### config.mk
export PLATFORM = sky130hd
export DESIGN_NAME = shift_reg_feeder
export DESIGN_NICKNAME = d
export VERILOG_FILES = /design/src/rtl/shift_reg_feeder.sv
export SDC_FILE = /design/constraint.sdc
export NUM_CORES = 1
export LEC_CHECK = 0
export BUFFER_PORTS_ARGS = -buffer_cell sky130_fd_sc_hd__buf_2
export CAP_MARGIN = 20
export CORE_ASPECT_RATIO = 1.5
export CORE_MARGIN = 2
export CORE_UTILIZATION = 45
export CTS_CLUSTER_DIAMETER = 120
export CTS_CLUSTER_SIZE = 10
export DETAILED_ROUTE_END_ITERATION = 7
export GPL_ROUTABILITY_DRIVEN = 0
export PLACE_DENSITY = 0.65
export SETUP_SLACK_MARGIN = 0.1
export SYNTH_ARGS = -nofsm -noshare
export SYNTH_HDL_FRONTEND = slang
export SYNTH_SLANG_ARGS = --single-unit
### constraint.sdc
create_clock -name clk -period 2.28 [get_ports clk]
set_input_delay 0.114 -clock clk [delete_from_list [all_inputs] [get_ports clk]]
set_output_delay 0.114 -clock clk [all_outputs]
set_load 0.02 [all_outputs]
### src/rtl/shift_reg_feeder.sv
// shift_reg_feeder: delivers one WIDTH-bit word per valid/ready handshake to a
// serial/parallel-load shift register, either as a single parallel load or as
// WIDTH LSB-first serial shifts with GAP idle cycles between shift pulses.
module shift_reg_feeder #(
  parameter int unsigned WIDTH = 32,
  parameter int unsigned GAP   = 1
) (
  input  logic             clk,
  input  logic             rst,
  input  logic             in_valid,
  output logic             in_ready,
  input  logic [WIDTH-1:0] in_data,
  input  logic             par_mode,
  output logic             load,
  output logic             S_L,
  output logic             s_in,
  output logic [WIDTH-1:0] p_in,
  output logic             busy,
  output logic             done
);

  localparam int unsigned CNT_W  = $clog2(WIDTH + 1);
  localparam int unsigned GAP_W  = (GAP > 1) ? $clog2(GAP) : 1;
  localparam int unsigned GAP_M1 = (GAP > 0) ? GAP - 1 : 0;

  localparam logic [CNT_W-1:0] LAST_BIT = CNT_W'(WIDTH - 1);
  localparam logic [GAP_W-1:0] GAP_LOAD = GAP_W'(GAP_M1);

  typedef enum logic [2:0] {
    IDLE,
    PLOAD,
    SHIFT,
    GAPW,
    DONE
  } state_t;

  state_t           state, state_nxt;
  logic [WIDTH-1:0] word_buf, buf_nxt;
  logic [CNT_W-1:0] bit_cnt, cnt_nxt;
  logic [GAP_W-1:0] gap_cnt, gap_nxt;

  assign in_ready = (state == IDLE);

  // Next-state and datapath update. word_buf[0] is the bit on s_in while in
  // SHIFT; the buffer advances when SHIFT is left, so GAPW already holds the
  // following bit in position 0.
  always_comb begin
    state_nxt = state;
    buf_nxt   = word_buf;
    cnt_nxt   = bit_cnt;
    gap_nxt   = gap_cnt;
    case (state)
      IDLE: begin
        if (in_valid) begin
          buf_nxt   = in_data;
          cnt_nxt   = '0;
          state_nxt = par_mode ? PLOAD : SHIFT;
        end
      end
      PLOAD: state_nxt = DONE;
      SHIFT: begin
        buf_nxt = word_buf >> 1;
        cnt_nxt = bit_cnt + 1'b1;
        if (bit_cnt == LAST_BIT) begin
          state_nxt = DONE;
        end else if (GAP == 0) begin
          state_nxt = SHIFT;
        end else begin
          gap_nxt   = GAP_LOAD;
          state_nxt = GAPW;
        end
      end
      GAPW: begin
        if (gap_cnt == '0) begin
          state_nxt = SHIFT;
        end else begin
          gap_nxt = gap_cnt - 1'b1;
        end
      end
      DONE:    state_nxt = IDLE;
      default: state_nxt = IDLE;
    endcase
  end

  // State, word buffer and counters.
  always_ff @(posedge clk or posedge rst) begin
    if (rst) begin
      state    <= IDLE;
      word_buf <= '0;
      bit_cnt  <= '0;
      gap_cnt  <= '0;
    end else begin
      state    <= state_nxt;
      word_buf <= buf_nxt;
      bit_cnt  <= cnt_nxt;
      gap_cnt  <= gap_nxt;
    end
  end

  // Registered outputs, decoded from the state being entered so they line up
  // with that state's cycle; S_L, s_in and p_in hold outside load cycles.
  always_ff @(posedge clk or posedge rst) begin
    if (rst) begin
      load <= 1'b0;
      S_L  <= 1'b0;
      s_in <= 1'b0;
      p_in <= '0;
      busy <= 1'b0;
      done <= 1'b0;
    end else begin
      load <= (state_nxt == PLOAD) || (state_nxt == SHIFT);
      busy <= (state_nxt != IDLE);
      done <= (state_nxt == DONE);
      if (state_nxt == PLOAD) begin
        S_L  <= 1'b1;
        p_in <= buf_nxt;
      end
      if (state_nxt == SHIFT) begin
        S_L  <= 1'b0;
        s_in <= buf_nxt[0];
      end
    end
  end

endmodule

==> impl_metrics.toml, run 1 <==
[status]
status = "finished, final reports clean"

[clock_network]
cts_root_buf = "clkbuf_16"
clock-sinks = 78
clk_latency_ns = 0.34
htree_levels = 3
cts_made_buffers = 9
cts_tree = "built"
path_clk_slew_ns = 0.05
ctsLongestPathBuffers = 2

[global_routing]
met1_usage_pct = 27.1
antenna_found_initial = 0
grt_pass1_vias = 2964
grt_start_max_net_pins = 68
grt.met2_usage_pct = 31.2
grt_pass1_wl_mm = 14.2
top_usage_layer = "met2"
gr-total-overflow = 0
use_met3_pct = 3.00
grt_use_total_pct = 20.2

[placed_design]
post-place-ws_ns = 0.574
placedCellCount = 536
io_buffers = 73
place_area_sq_um = 4110
hpwl_mm = 5.38

[sta]
slew_viol_final = 0
setup_slack_ns = 0.442
hold_viol_final = 0
worst_pin_slew_ns = 0.643
rsz0062_at_grt = "false"
min_period_ns = 1.84
setup_violations = 0
clock_skew_ns = 0.00599
max_freq_mhz = 544
fin_crit_sh_pct = 80.6
slew_headroom_pct = 57.1
final.setup.tns_ns = 0

[critical_path]
rr_worst_depth = 5
ff2ff_setup_slack_ns = 0.56
startpoint = "state[0]$_DFF_PP0_"
cp_data_arrival_time_ns = 1.72
r2r_start = "state[2]$_DFF_PP0_"
crit_fanout = 22
end_kind = "output port"
crit_required_ns = 2.17
cp-endpoint = "in_ready"
crit_path_start_kind = "flop"
crit_type = "flop to output port"
rr_endpoint = "p_in[10]$_DFFE_PP0N_"

[logic_synthesis]
syn_avg_cell_area_sq_um = 9.43
ys.flop_type = "dfrtp_1"
yosys.area_share.xor_xnor_pct = 0
synth_compound_area_share_pct = 20.8
syn_inst = 387
synthMuxAreaShare_pct = 0.926
yosysWarnings = 0
synth-seq-area-share_pct = 53.5
synth_fa_ha_area_share_pct = 0.343
synthArstFlopShare_pct = 100
syn-cell-area_sq_um = 3650
yosys_register_bits = 78
synth.distinct_cells = 36
synth_fp_nets = 424
synth_top_family_by_area = "compound AO/OA/AOI/OAI gates"
synth_simple_gate_area_share_pct = 19.3
synth-edff-count = 0

[layout]
fillCellCount = 734
instances_no_fill = 552
fin_area_sq_um = 4440
n_antenna_cell = 0
final_nets = 480
synthToLayoutAreaGrowth_pct = 21.6
drive_gt1_share_pct = 24.2

[hold_path]
hp-class = "input port to flop"

[die]
die_y_microns = 114
num_rows = 40
die_w_microns = 77.5
pin_count = 74
initial_utilization_pct = 45.9
die_area_sq_um = 8860
core_area_sq_um = 7960

[power_and_ir_drop]
worst_ir_drop_vdd_v = 0.000482
power_uw = 3070
power.density_nw_per_um2 = 691
power.leakage_uw = 0.00216

[routing]
postRouteAntennaNets = 0
wl_mm = 8.25
vias = 3080
firstDrtPassIters = 5
drc = 0
via_per_inst = 5.58
drt_iter0_markers = 266
wl_per_cell_microns = 15.0

[flow_run]
drv_cap = 0
[flip-flops by register name, indices dropped and copies added (netlist names)]
name	flops
load	1
s_in	1
S_L	1
state	3
p_in	32
busy	1
done	1
word_buf	32
bit_cnt	6
[routing by layer]
metal | share of wire (%) | wire length, microns
met3 | 3.8 | 317
met4 | 3.1 | 259
met5 | 0 | 0
met2 | 49 | 4030
met1 | 44 | 3650
[cell usage after synthesis (all sizes together) (5+ instances only)]
| library cell | n | area, sq um |
|---|---|---|
| dfrtp | 78 | 1950 |
| o21ai | 67 | 339 |
| nor2 | 39 | 146 |
| a21oi | 34 | 170 |
| or3 | 32 | 205 |
| nand3b | 30 | 225 |
| a31oi | 29 | 181 |
| clkbuf | 21 | 78.8 |
| buf | 17 | 90.1 |
| nand2 | 6 | 22.5 |
| nand3 | 6 | 35.0 |
| inv | 5 | 18.8 |
[power breakdown]
group / leakage, uW / internal, uW / switching (uW)
registers: 0.00102 / 1390 / 0.599
logic: 0.000985 / 53.1 / 77.9
clock network: 0.000155 / 1010 / 540
[worst min path at each step]
stage / start / to / depth (start not counted)
after CTS: par_mode / state[1]$_DFF_PP0_ / 4
after global routing: par_mode / state[1]$_DFF_PP0_ / 4
after floorplan: par_mode / state[1]$_DFF_PP0_ / 3
after detailed placement: rst / done$_DFF_PP0_ / 2
final: par_mode / state[1]$_DFF_PP0_ / 4
after global placement: rst / busy$_DFF_PP0_ / 2
[final cells by class]
type                       count  area [sq um]  share of cell area [%]
multi-input combinational    266          1520                    34.2
timing repair buffer          83           493                    11.1
sequential                    78          1950                    44.0
inverter                       5          20.0                   0.451
clock buffer                  12           256                    5.78
clock inverter                 3          67.6                    1.52
tap                          105           131                    2.96
[stage by stage]
stage                     util, %  hold slack, ns
final                        55.8           0.132
after global routing         55.8           0.153
after CTS                    55.8           0.120
after detailed placement     51.6           0.222
after global placement       51.6           0.214
after floorplan                 -           0.314
[critical path, cell delays in order (launching register included)]
cell and delay, ns:
dfrtp_1 0.49, or2_1 0.36, buf_4 0.24, nor2_1 0.12, buf_2 0.18
[cells by family (layout without fill, tap and decap cells)]
kind of cell / Yosys count / in the layout
AO/OA/AOI/OAI: 138 / 138
adder cells (fa/ha/maj): 1 / 1
buffers and inverters: 43 / 103
flip-flops: 78 / 78
multiplexers: 3 / 3
AND/OR/NAND/NOR: 124 / 124
[repair_timing]
item,CTS,global route
setup buffers,0,0
endpoints found under the setup margin,0,0
hold buffers,1,0
hold endpoints to repair,35,0
resized for setup,0,0
[placed cells by master (no fill, tap or decap), types with 2 or more instances in the layout]
cell and n:
inv_1 3, a21oi_1 34, a31oi_1 29, nand2_1 6, mux2_2 2, buf_2 73, nor3_1 2, o21ai_0 65
buf_12 4, bufinv_16 2, nand3b_1 30, nor2_1 38, clkbuf_8 2, nand3_1 5, or3_1 31, o31ai_1 3
dfrtp_1 78, or2_2 2, buf_4 5, clkbuf_16 9
Note: power is estimated with default switching activity, not from simulation.
==> run 2, diff against run 1 <==
clock period = 1.7 ns   (was 2.28 ns; I/O delays follow)
==> run 2 against run 1 <==
Worst hold slack worse by 0.014 ns. Largest cell class unchanged. Cell count is 1.3% higher. Non-clock buffer count is 6 higher. Largest power group unchanged. Wire length is 0.86% higher. First-iteration DRC count is 24% lower. Total power is 33% higher. Clock power is 32% higher. Global-route usage is 0.22 points lower. Setup slack worse by 0.32 ns. Highest routed layer unchanged. Utilization is 1.1 points higher. Sequential cell count stayed put.
==> impl_metrics.toml, run 2 (synthesized netlist as in run 1, its figures left out) <==
[routing]
drt_iter0_markers = 201
top_layer = "met4"
wl_met3_microns = 320
via_per_inst = 5.55
wl_mm = 8.33
vias = 3100
firstDrtPassIters = 5
met2_length_mm = 4.31
drc = 0
postRouteAntennaNets = 0
wl_per_cell_microns = 14.9
m1WireLength_mm = 3.63

[critical_path]
end_kind = "flop"
crit_path_start_kind = "flop"
cpMaxStageDelayCell = "dfrtp_2"
crit_fanout = 6
cp_data_arrival_time_ns = 1.79
slowest_delay_ns = 0.45
path_cells = "or2_4 -> or3_1 -> o221a_4 -> mux2_2"
crit_required_ns = 1.91
crit_type = "flop to flop"

[layout]
drive_gt1_share_pct = 26.2
final_common_cell = "dfrtp_1"
multi_input_area_sq_um = 1540
seq_area_sq_um = 1950
fillCellCount = 738
synthToLayoutAreaGrowth_pct = 24.0
largestRegisters = "p_in (32), word_buf (32), bit_cnt (6)"
n_antenna_cell = 0
final_core_util_pct = 56.9
final_nets = 486
layout_common_cells = "dfrtp_1 (76), buf_2 (72), o21ai_0 (65), nor2_1 (37), a21oi_1 (34)"
instances_no_fill = 559

[sta]
hold_viol_final = 0
clock_skew_ns = 0.00462
worst_hold_slack_ns = 0.117
fin_crit_sh_pct = 92.7
min_period_ns = 1.58
rsz0062_at_grt = "true"
final.setup.tns_ns = 0
worst_pin_slew_ns = 0.422
setup_violations = 0
slew_headroom_pct = 71.6
max_freq_mhz = 634
slew_viol_final = 0

[global_routing]
antenna_found_initial = 0
grt_pass1_wl_mm = 14.0
gr-total-overflow = 0
grt_pass1_vias = 2980
grt_start_max_net_pins = 79
grt_use_total_pct = 20.0

[die]
pin_count = 74
num_rows = 40
core_area_sq_um = 7960
initial_utilization_pct = 45.9
die_w_microns = 77.5
die_y_microns = 114
die_area_sq_um = 8860

[clock_network]
cts_tree = "built"
path_clk_slew_ns = 0.05
clk_latency_ns = 0.33
ctsLongestPathBuffers = 2
htree_levels = 3
cts_root_buf = "clkbuf_16"
cts_made_buffers = 9
clock-sinks = 78

[power_and_ir_drop]
power.leakage_uw = 0.00219
power_uw = 4070
worst_ir_drop_vdd_v = 0.000507
power.density_nw_per_um2 = 899

[hold_path]
hp-class = "input port to flop"

[placed_design]
placedCellCount = 541
io_buffers = 73
hpwl_mm = 5.24

[flow_run]
drv_cap = 0

[status]
status = "finished, final reports clean"
run 2: cell count changes in the layout (fill, tap and decap cells not counted), moves of 2 or more:
cell     change
buf_12       +2
dfrtp_2      +2
buf_4        +5
dfrtp_1      -2
run 2: worst paths after layout:
path / startpoint / end / slack, ns / depth (start not counted)
setup / recovery: state[0]$_DFF_PP0_ / p_in[0]$_DFFE_PP0N_ / 0.12 / 4
hold / removal: par_mode / state[1]$_DFF_PP0_ / 0.12 / 4
setup reg to reg: state[0]$_DFF_PP0_ / p_in[0]$_DFFE_PP0N_ / 0.12 / 4
hold reg to reg: bit_cnt[4]$_DFFE_PP0P_ / bit_cnt[4]$_DFFE_PP0P_ / 0.48 / 1
max in group asynchronous: rst / word_buf[22]$_DFF_PP0_ / 0.96 / 4
min in group asynchronous: rst / bit_cnt[3]$_DFFE_PP0P_ / 0.40 / 4
run 2: what timing repair did:
item                                    in CTS  in global routing
endpoints found under the hold margin       78                  0
buffers inserted                             1                  0
hold buffers                                 1                  0
endpoints found under the setup margin       3                  8
gates resized for setup                      6                  5
pin swaps                                    0                  1
run 2: stage by stage:
stage          setup WS (ns)  area (sq um)
2_1_floorplan          0.100          3670
3_3_place_gp           0.122          4160
3_5_place_dp          0.0577          4160
4_1_cts                0.104          4510
5_1_grt               0.0996          4530
6_report               0.124          4530
run 2: final cells by class:
cell class / count / area share (%)
tap: 105 / 2.90
clock inverter: 4 / 1.55
inverter: 5 / 0.498
sequential: 78 / 43.2
timing repair buffer: 89 / 12.5
clock buffer: 12 / 5.44
multi-input combinational: 266 / 33.9
run 2: layer usage:
layer | track usage (%) | vias up
li1 | - | 1529
met1 | 25.6 | 1494
met2 | 33.3 | 73
met3 | 4.42 | 4
met4 | 7.14 | 0
met5 | 0 | -
run 2: report_power, final:
group          leakage (uW)  internal (uW)  switching, uW  total, uW
Sequential          0.00101           1860          0.708       1860
Clock              0.000157           1320            715       2040
Combinational       0.00101           71.6            105        177
run 2: critical path: cells and delay by family (launching register included):
| family | cells | cell delay, ns |
|---|---|---|
| flip-flops | 1 | 0.45 |
| AO/OA/AOI/OAI | 1 | 0.14 |
| multiplexers | 1 | 0.26 |
| AND/OR/NAND/NOR | 2 | 0.61 |
